### src/rtl/seg7_pkg.sv
// Shared constants for the front-panel seven-segment driver.
// Segment patterns are ordered {g,f,e,d,c,b,a}, logical (active-high) polarity.
package seg7_pkg;

    localparam int NUM_DIGITS = 4;

    localparam logic [6:0] SEG_0    = 7'b0111111;
    localparam logic [6:0] SEG_1    = 7'b0000110;
    localparam logic [6:0] SEG_2    = 7'b1011011;
    localparam logic [6:0] SEG_3    = 7'b1001111;
    localparam logic [6:0] SEG_4    = 7'b1100110;
    localparam logic [6:0] SEG_5    = 7'b1101101;
    localparam logic [6:0] SEG_6    = 7'b1111101;
    localparam logic [6:0] SEG_7    = 7'b0000111;
    localparam logic [6:0] SEG_8    = 7'b1111111;
    localparam logic [6:0] SEG_9    = 7'b1101111;
    localparam logic [6:0] SEG_DASH = 7'b1000000;
    localparam logic [6:0] SEG_OFF  = 7'b0000000;

endpackage

### src/rtl/bcd_to_seg7.sv
// Combinational BCD nibble to seven-segment pattern; non-decimal nibbles show a dash.
module bcd_to_seg7
    import seg7_pkg::*;
(
    input  logic [3:0] nib,
    output logic [6:0] seg
);

    always_comb begin
        case (nib)
            4'd0:    seg = SEG_0;
            4'd1:    seg = SEG_1;
            4'd2:    seg = SEG_2;
            4'd3:    seg = SEG_3;
            4'd4:    seg = SEG_4;
            4'd5:    seg = SEG_5;
            4'd6:    seg = SEG_6;
            4'd7:    seg = SEG_7;
            4'd8:    seg = SEG_8;
            4'd9:    seg = SEG_9;
            default: seg = SEG_DASH;
        endcase
    end

endmodule

### src/rtl/seg7_scan_driver.sv
// Four-digit multiplexed seven-segment driver with frame-synchronous value updates,
// leading-zero blanking, fixed decimal point and whole-display blinking.
module seg7_scan_driver
    import seg7_pkg::*;
#(
    parameter int REFRESH_DIV  = 50000,
    parameter int BLINK_FRAMES = 64,
    parameter int DP_POS       = 2,
    parameter bit ACTIVE_LOW   = 1'b1
) (
    input  logic        clk,
    input  logic        rst_n,
    input  logic [15:0] bcd,
    input  logic        load,
    input  logic        blank_lz,
    input  logic        blink,
    output logic [3:0]  an,
    output logic [6:0]  seg,
    output logic        dp,
    output logic        frame_done
);

    localparam int PW = (REFRESH_DIV > 1) ? $clog2(REFRESH_DIV) : 1;
    localparam int BW = (BLINK_FRAMES > 1) ? $clog2(BLINK_FRAMES) : 1;

    logic [PW-1:0] presc_q, presc_d;
    logic [1:0]    dig_q, dig_d;
    logic [15:0]   pend_q, pend_d;
    logic          pend_valid_q, pend_valid_d;
    logic [15:0]   disp_q, disp_d;
    logic [BW-1:0] fcnt_q, fcnt_d;
    logic          phase_on_q, phase_on_d;
    logic          blink_q;
    logic          wrap_q, wrap_d;
    logic [3:0]    an_q, an_d;
    logic [6:0]    seg_q, seg_d;
    logic          dp_q, dp_d;
    logic          frame_done_q;

    logic          presc_tc, boundary, blink_fall;
    logic [3:0]    cur_nib;
    logic [6:0]    seg_raw;
    logic [NUM_DIGITS-1:0] lz_vec;
    logic          lz_run;

    bcd_to_seg7 u_dec (
        .nib (cur_nib),
        .seg (seg_raw)
    );

    always_comb begin
        presc_tc   = (presc_q == PW'(REFRESH_DIV - 1));
        boundary   = presc_tc && (dig_q == 2'd3);
        blink_fall = blink_q && !blink;
        presc_d    = presc_tc ? '0 : presc_q + 1'b1;
        dig_d      = presc_tc ? dig_q + 2'd1 : dig_q;
        wrap_d     = boundary;

        // A load coinciding with the boundary bypasses the pending register.
        pend_d       = load ? bcd : pend_q;
        pend_valid_d = pend_valid_q | load;
        disp_d       = disp_q;
        if (boundary && (pend_valid_q || load)) begin
            disp_d       = load ? bcd : pend_q;
            pend_valid_d = 1'b0;
        end

        fcnt_d     = fcnt_q;
        phase_on_d = phase_on_q;
        if (blink_fall) begin
            fcnt_d     = '0;
            phase_on_d = 1'b1;
        end else if (boundary) begin
            if (fcnt_q == BW'(BLINK_FRAMES - 1)) begin
                fcnt_d     = '0;
                phase_on_d = !phase_on_q;
            end else begin
                fcnt_d = fcnt_q + 1'b1;
            end
        end
    end

    // Blanking runs down from the top digit and stops at the first nonzero nibble or DP_POS.
    always_comb begin
        lz_vec = '0;
        lz_run = 1'b1;
        for (int i = NUM_DIGITS - 1; i >= 0; i--) begin
            lz_run    = lz_run && (i > DP_POS) && (disp_q[i*4 +: 4] == 4'd0);
            lz_vec[i] = lz_run;
        end
    end

    always_comb begin
        cur_nib = disp_q[{dig_q, 2'b00} +: 4];
        an_d    = (blink && !phase_on_q) ? 4'b0000 : (4'b0001 << dig_q);
        seg_d   = (blank_lz && lz_vec[dig_q]) ? SEG_OFF : seg_raw;
        dp_d    = (int'(dig_q) == DP_POS);
    end

    always_ff @(posedge clk or negedge rst_n) begin
        if (!rst_n) begin
            presc_q      <= '0;
            dig_q        <= '0;
            pend_q       <= '0;
            pend_valid_q <= 1'b0;
            disp_q       <= '0;
            fcnt_q       <= '0;
            phase_on_q   <= 1'b1;
            blink_q      <= 1'b0;
            wrap_q       <= 1'b0;
            an_q         <= '0;
            seg_q        <= '0;
            dp_q         <= 1'b0;
            frame_done_q <= 1'b0;
        end else begin
            presc_q      <= presc_d;
            dig_q        <= dig_d;
            pend_q       <= pend_d;
            pend_valid_q <= pend_valid_d;
            disp_q       <= disp_d;
            fcnt_q       <= fcnt_d;
            phase_on_q   <= phase_on_d;
            blink_q      <= blink;
            wrap_q       <= wrap_d;
            an_q         <= an_d;
            seg_q        <= seg_d;
            dp_q         <= dp_d;
            frame_done_q <= wrap_q;
        end
    end

    assign an         = ACTIVE_LOW ? ~an_q  : an_q;
    assign seg        = ACTIVE_LOW ? ~seg_q : seg_q;
    assign dp         = ACTIVE_LOW ? ~dp_q  : dp_q;
    assign frame_done = frame_done_q;

endmodule
### config.mk
export PLATFORM = sky130hd
export DESIGN_NAME = seg7_scan_driver
export DESIGN_NICKNAME = d
export VERILOG_FILES = /design/src/rtl/seg7_pkg.sv /design/src/rtl/bcd_to_seg7.sv /design/src/rtl/seg7_scan_driver.sv
export SDC_FILE = /design/constraint.sdc
export NUM_CORES = 1
export LEC_CHECK = 0
export ABC_CLOCK_PERIOD_IN_PS = 2800
export CAP_MARGIN = 30
export CELL_PAD_IN_SITES_DETAIL_PLACEMENT = 0
export CELL_PAD_IN_SITES_GLOBAL_PLACEMENT = 1
export CORE_MARGIN = 2
export CORE_UTILIZATION = 39
export CTS_CLUSTER_DIAMETER = 200
export CTS_CLUSTER_SIZE = 12
export DETAILED_ROUTE_END_ITERATION = 7
export PLACE_DENSITY_LB_ADDON = 0.1
export SYNTH_ARGS = -nofsm -noshare
export SYNTH_HDL_FRONTEND = slang
export SYNTH_SLANG_ARGS = --single-unit
### constraint.sdc
create_clock -name clk -period 2.8 [get_ports clk]
set_input_delay 0.84 -clock clk [delete_from_list [all_inputs] [get_ports clk]]
set_output_delay 0.84 -clock clk [all_outputs]
set_load 0.005 [all_outputs]
==> results of run 1 <==
-- cell usage after synthesis, types with 6 or more instances --
master     n
ha_1      12
mux2_2    32
a21oi_1    9
nand4_1    8
xnor2_1    6
and3_1     6
dfrtp_1   72
nand2_1    9
xor2_1     7
inv_1     21
nor2_1    14
nand3_1    7
nand2b_1   7
-- worst max-delay path, cell delays in order --
cell             delay [ns]
clkdlybuf4s50_1        0.47
or4b_2                 0.58
nor4_1                 0.37
a21o_1                 0.21
a31oi_1                0.05
-- where the power goes --
part / internal (mW) / switching, mW
logic: 0.0508 / 0.0430
registers: 1.08 / 0.00504
clock network: 0.325 / 0.397
total: 1.45 / 0.445
-- final cells by class --
| type | instances | area (µm²) | share of cell area [%] |
|---|---|---|---|
| clock buffer | 10 | 128 | 3.27 |
| clock inverter | 6 | 43.8 | 1.12 |
| inverter | 21 | 78.8 | 2.02 |
| multi-input combinational | 160 | 1320 | 33.9 |
| sequential | 73 | 1830 | 46.9 |
| tap | 105 | 131 | 3.37 |
| timing repair buffer | 37 | 370 | 9.49 |
-- worst paths after layout --
path                       startpoint           to  cells after the start
max                          blank_lz     seg_q[5]                      5
min                            wrap_q   frame_done                      0
max reg2reg                presc_q[0]    fcnt_q[0]                      5
min reg2reg                    wrap_q   frame_done                      0
max in group asynchronous       rst_n   disp_q[15]                      2
min in group asynchronous       rst_n  presc_q[11]                      1
-- cells by family (layout without fill, tap and decap cells) --
group	Yosys count	after routing
simple gates	77	77
flops	73	73
mux	37	37
buf+inv	29	74
compound gates	21	21
xor+xnor	13	13
fa+ha+maj	12	12
-- metal layers --
metal	track usage, %	vias to the layer above	wire [µm]	part of all wire [%]
met3	3.13	12	165	2.9
met5	0	-	0	0
met4	7.74	0	143	2.5
li1	-	991	-	-
met2	19.7	33	2480	43
met1	21.0	986	2970	52
-- flip-flops by register name, indices dropped and copies added, names as in the netlist, 2 cells and up --
| name | cells |
|---|---|
| an_q | 4 |
| dig_q | 2 |
| disp_q | 16 |
| fcnt_q | 6 |
| pend_q | 16 |
| presc_q | 16 |
| seg_q | 7 |
-- stage by stage --
| stage | utilization (%) | instance area, µm² | total power, mW | hold WS (ns) |
|---|---|---|---|---|
| 6_report | 47.7 | 3900 | 1.90 | 0.354 |
| 5_1_grt | 47.7 | 3900 | 1.99 | 0.374 |
| 4_1_cts | 47.7 | 3900 | 1.93 | 0.357 |
| 3_5_place_dp | 45.6 | 3730 | 1.20 | 0.338 |
| 3_3_place_gp | 45.6 | 3730 | 1.20 | 0.336 |
| 2_1_floorplan | - | 3280 | 1.14 | 0.331 |
==> flow_summary.toml, run 1 <==
[timing]
fmax_mhz = 435
worstMarginPinSlew_ns = 0.473
setup_viol = 0
skew_ns = 0.0133
setup_tns_ns = 0
fin_ws_ns = 0.502
period_share_pct = 82.1
rsz0062_at_grt = "false"
relSlewSlack_pct = 68.5
finalCriticalPeriod_ns = 2.30
drv_slew = 0
hold_viol_final = 0

[clock_network]
path_clk_slew_ns = 0.08
clockBufferDepth = 2
post-cts-setup-buffers = 0
cts-root-buf = "clkbuf_8"
cts_buffers = 9
insertion_delay_ns = 0.34
cts_tree = "done"
ctsHoldBuffers = 0
htree_levels = 3
clock_sinks = 73
cts_resized = 0

[power_and_ir_drop]
peakVddDrop_mv = 0.212
leakage_nw = 1.82
pwr_density_cell_nw_per_um2 = 486

[cells_and_area]
antenna_cells = 0
num-fill-cells = 780
fin_cells = 412
final_common_cell = "dfrtp_1"
layout.nets = 335
drive_gt1_share_pct = 19.9
syn2layout_area_growth_pct = 18.9
final_cell_mix = "dfrtp_1, mux2_2, clkdlybuf4s50_1"

[setup_path]
startpoint_type = "primary input"
worstPathMaxFanout = 5
crit_path_end_kind = "register"
reg2reg_slack_ns = 0.72
cp.required_ns = 3.02
worstPathArrival_ns = 2.52
timing.setup.critical_path_class = "primary input to register"

[die]
die_x_um = 95.7
die_h_um = 95.7
num_io_pins = 34
fp.coreArea_um2 = 8180
die_area_um2 = 9160
start_util_pct = 40.1
rows = 33

[yosys]
synth_top_family_by_area = "simple AND/OR/NAND/NOR gates"
syn_nets = 295
yosys.area_share.simple_pct = 14.3
yosysTopAreaCellShare_pct = 54.9
synth.area.top_cells = "dfrtp_1, mux2_2, ha_1"
ys_ff_latch = 73
synthAdderAreaFrac_pct = 4.58
synth_area_per_cell_um2 = 12.5
synth_area_leader_cell = "dfrtp_1"
synth_xor_area_share_pct = 3.47
synth_cells = 262
syn_area_um2 = 3280
synth_ff_type = "dfrtp_1"
synth-edff-count = 0
synthArstFlopShare_pct = 100
yosysSeqAreaShare_pct = 55.7
yosys_warnings = 0
synthDistinctLibCells = 39
synth_compound_area_share_pct = 3.93
synth.area.mux_share_pct = 14.0

[placement]
placedCellCount = 396
dp_hpwl_um = 3980
gp_congestion = 0.771
io_buffers = 33
dp_slack_ns = 0.141

[detailed_routing]
viasPerCell = 4.91
vias = 2022
ant_nets = 0
wirelength_um = 5770
drc = 0
drt-wirelength-per-cell_um = 14.0
drt-pass1-iter-count = 4
drt-initial-drc-count = 51

[run_status]
status = "complete, no violations"

[run]
drv_cap = 0

[worst_hold_path]
hold_path_class = "register to register"

[grt]
grt_pass1_wl_um = 9940
antenna_found_initial = 0
grt_max_degree = 39
track_usage_pct = 14.3
gr-total-overflow = 0
grt_pass1_vias = 1999
Note: power is estimated with default switching activity, not from simulation.
==> run 2: changes to the inputs <==
--- a/config.mk
+++ b/config.mk
@@ -5,7 +5,7 @@
 export SDC_FILE = /design/constraint.sdc
 export NUM_CORES = 1
 export LEC_CHECK = 0
-export ABC_CLOCK_PERIOD_IN_PS = 2800
+export ABC_CLOCK_PERIOD_IN_PS = 2350
 export CAP_MARGIN = 30
 export CELL_PAD_IN_SITES_DETAIL_PLACEMENT = 0
 export CELL_PAD_IN_SITES_GLOBAL_PLACEMENT = 1
==> constraint.sdc (replaced) <==
create_clock -name clk -period 2.35 [get_ports clk]
set_input_delay 0.705 -clock clk [delete_from_list [all_inputs] [get_ports clk]]
set_output_delay 0.705 -clock clk [all_outputs]
set_load 0.005 [all_outputs]
==> run 2 against run 1 <==
Effect of this change:
- clock power increased by 38%
- register-to-register slack worse by 0.38 ns
- combinational power rose by 23%
- global-route usage is 0.34 points higher
- sequential cell count did not move
- critical path depth rose by 1
- count of clock-buffer cells in the layout is 1 lower
- wire length up 1.4%
- cell count is 1.7% higher
- critical path type unchanged
- highest routed layer unchanged
==> flow_summary.toml, run 2 (synthesis gave the netlist of run 1 again) <==
[grt]
met1_usage_pct = 21.0
grtUsageMet2_pct = 21.3
antenna_found_initial = 0
top_usage_layer = "met2"
grt_pass1_wl_um = 9960
gr-total-overflow = 0
track_usage_pct = 14.7
grt_pass1_vias = 1992
grt_max_degree = 43
met3_usage_pct = 3.05

[die]
fp.coreArea_um2 = 8180
die_h_um = 95.7
num_io_pins = 34
start_util_pct = 40.1
die_x_um = 95.7
rows = 33
die_area_um2 = 9160

[clock_network]
htree_levels = 3
ctsHoldBuffers = 0
clock_sinks = 73
clockBufferDepth = 2
post-cts-setup-buffers = 0
cts_tree = "done"
cts_buffers = 9
path_clk_slew_ns = 0.08
insertion_delay_ns = 0.34
cts-root-buf = "clkbuf_8"
cts_resized = 0

[cells_and_area]
drive_gt1_share_pct = 22.0
num-fill-cells = 766
fin_util_pct = 48.8
final_cell_mix = "dfrtp_1, mux2_2, clkdlybuf4s50_1"
layout.nets = 342
multi_input_area_um2 = 1320
antenna_cells = 0
seqCellArea_um2 = 1830
reg_top3 = "disp_q: 16 flops, pend_q: 16 flops, presc_q: 16 flops"
final_common_cell = "dfrtp_1"
syn2layout_area_growth_pct = 21.5

[timing]
rsz0062_at_grt = "false"
hold_viol_final = 0
skew_ns = 0.00878
fmax_mhz = 461
setup_tns_ns = 0
finalCriticalPeriod_ns = 2.17
period_share_pct = 92.3
setup_viol = 0
fin_ws_ns = 0.182
relSlewSlack_pct = 64.2
worstMarginPinSlew_ns = 0.537
whs_ns = 0.336
drv_slew = 0

[run_status]
status = "complete, no violations"

[detailed_routing]
viasPerCell = 4.84
vias = 2027
drc = 0
ant_nets = 0
drt-wirelength-per-cell_um = 14.0
drt-initial-drc-count = 64
drt-pass1-iter-count = 4
wirelength_um = 5850

[power_and_ir_drop]
switching_power_mw = 0.555
peakVddDrop_mv = 0.259
combPwrFrac_pct = 4.8
pwr_density_cell_nw_per_um2 = 602
intPower_mw = 1.85
p_total_mw = 2.40
power.share.sequential_pct = 53.7
switching_share_pct = 23.1
pwr-share-clk_pct = 41.5
leakage_nw = 1.87

[setup_path]
startpoint_type = "primary input"
worstPathMaxFanout = 5
crit_slowest_cell = "or4b_2"
worstPathArrival_ns = 2.39
crit_buf_inv = 2
slowest_delay_ns = 0.59
cp.required_ns = 2.57
timing.setup.critical_path_class = "primary input to register"
crit_chain = "clkdlybuf4s50_1, or4b_2, nor4_1, buf_4, a21o_1, a31oi_1"
cp_top_family = "simple AND/OR/NAND/NOR gates"
crit_path_end_kind = "register"

[placement]
gp_congestion = 0.717
dp_slack_ns = -0.174
dp_hpwl_um = 4020
io_buffers = 33

[worst_hold_path]
hold_path_class = "primary input to async pin"

[run]
drv_cap = 0
## run 2: changes by cell type in the layout (fill, tap and decap cells not counted)
cell       previous run  this run
inv_6                 1         0
clkinv_4              2         3
clkbuf_1              1         0
clkinv_2              2         1
buf_4                 4        11
bufinv_16             0         1
inv_8                 0         1
## run 2: final timing paths
path / from / endpoint / slack [ns] / depth (start not counted)
max in group asynchronous: rst_n / disp_q[5] / 1.39 / 2
max reg2reg: dig_q[0] / seg_q[3] / 0.34 / 6
min in group clk: wrap_q / frame_done / 0.35 / 0
min: rst_n / presc_q[8] / 0.34 / 1
min reg2reg: wrap_q / frame_done / 0.35 / 0
max: blank_lz / seg_q[5] / 0.18 / 6
## run 2: through the flow
step                      cell area [µm²]  instances
after floorplan                      3280        262
after global placement               3780        403
after detailed placement             3780        403
after CTS                            3990        419
after global routing                 3990        419
final                                3990        419
## run 2: power groups by stage
stage               Clock (mW)  Sequential [mW]  Combinational, mW
floorplan                    0             1.31             0.0420
global placement             0             1.31              0.120
detailed placement           0             1.31              0.119
CTS                       1.03             1.29              0.120
global route              1.09             1.29              0.131
finish                   0.997             1.29              0.115
## run 2: area by class of cell
class | count | area share [%]
clock inverter | 7 | 2.01
multi-input combinational | 160 | 33.1
sequential | 73 | 45.9
clock buffer | 9 | 3.11
tap | 105 | 3.30
timing repair buffer | 44 | 10.6
inverter | 21 | 1.98
## run 2: metal layers
metal / share of wire, % / vias up
met1: 51 / 989
li1: - / 1004
met4: 1.4 / 0
met2: 44 / 28
met5: 0 / -
met3: 2.9 / 6
## run 2: worst register-to-register path, cell delays in order (launching register included)
cell and delay (ns):
dfrtp_1 0.56, mux4_2 0.63, inv_1 0.13, ha_1 0.25, nand2b_1 0.15, a21oi_1 0.15, nor2_1 0.05
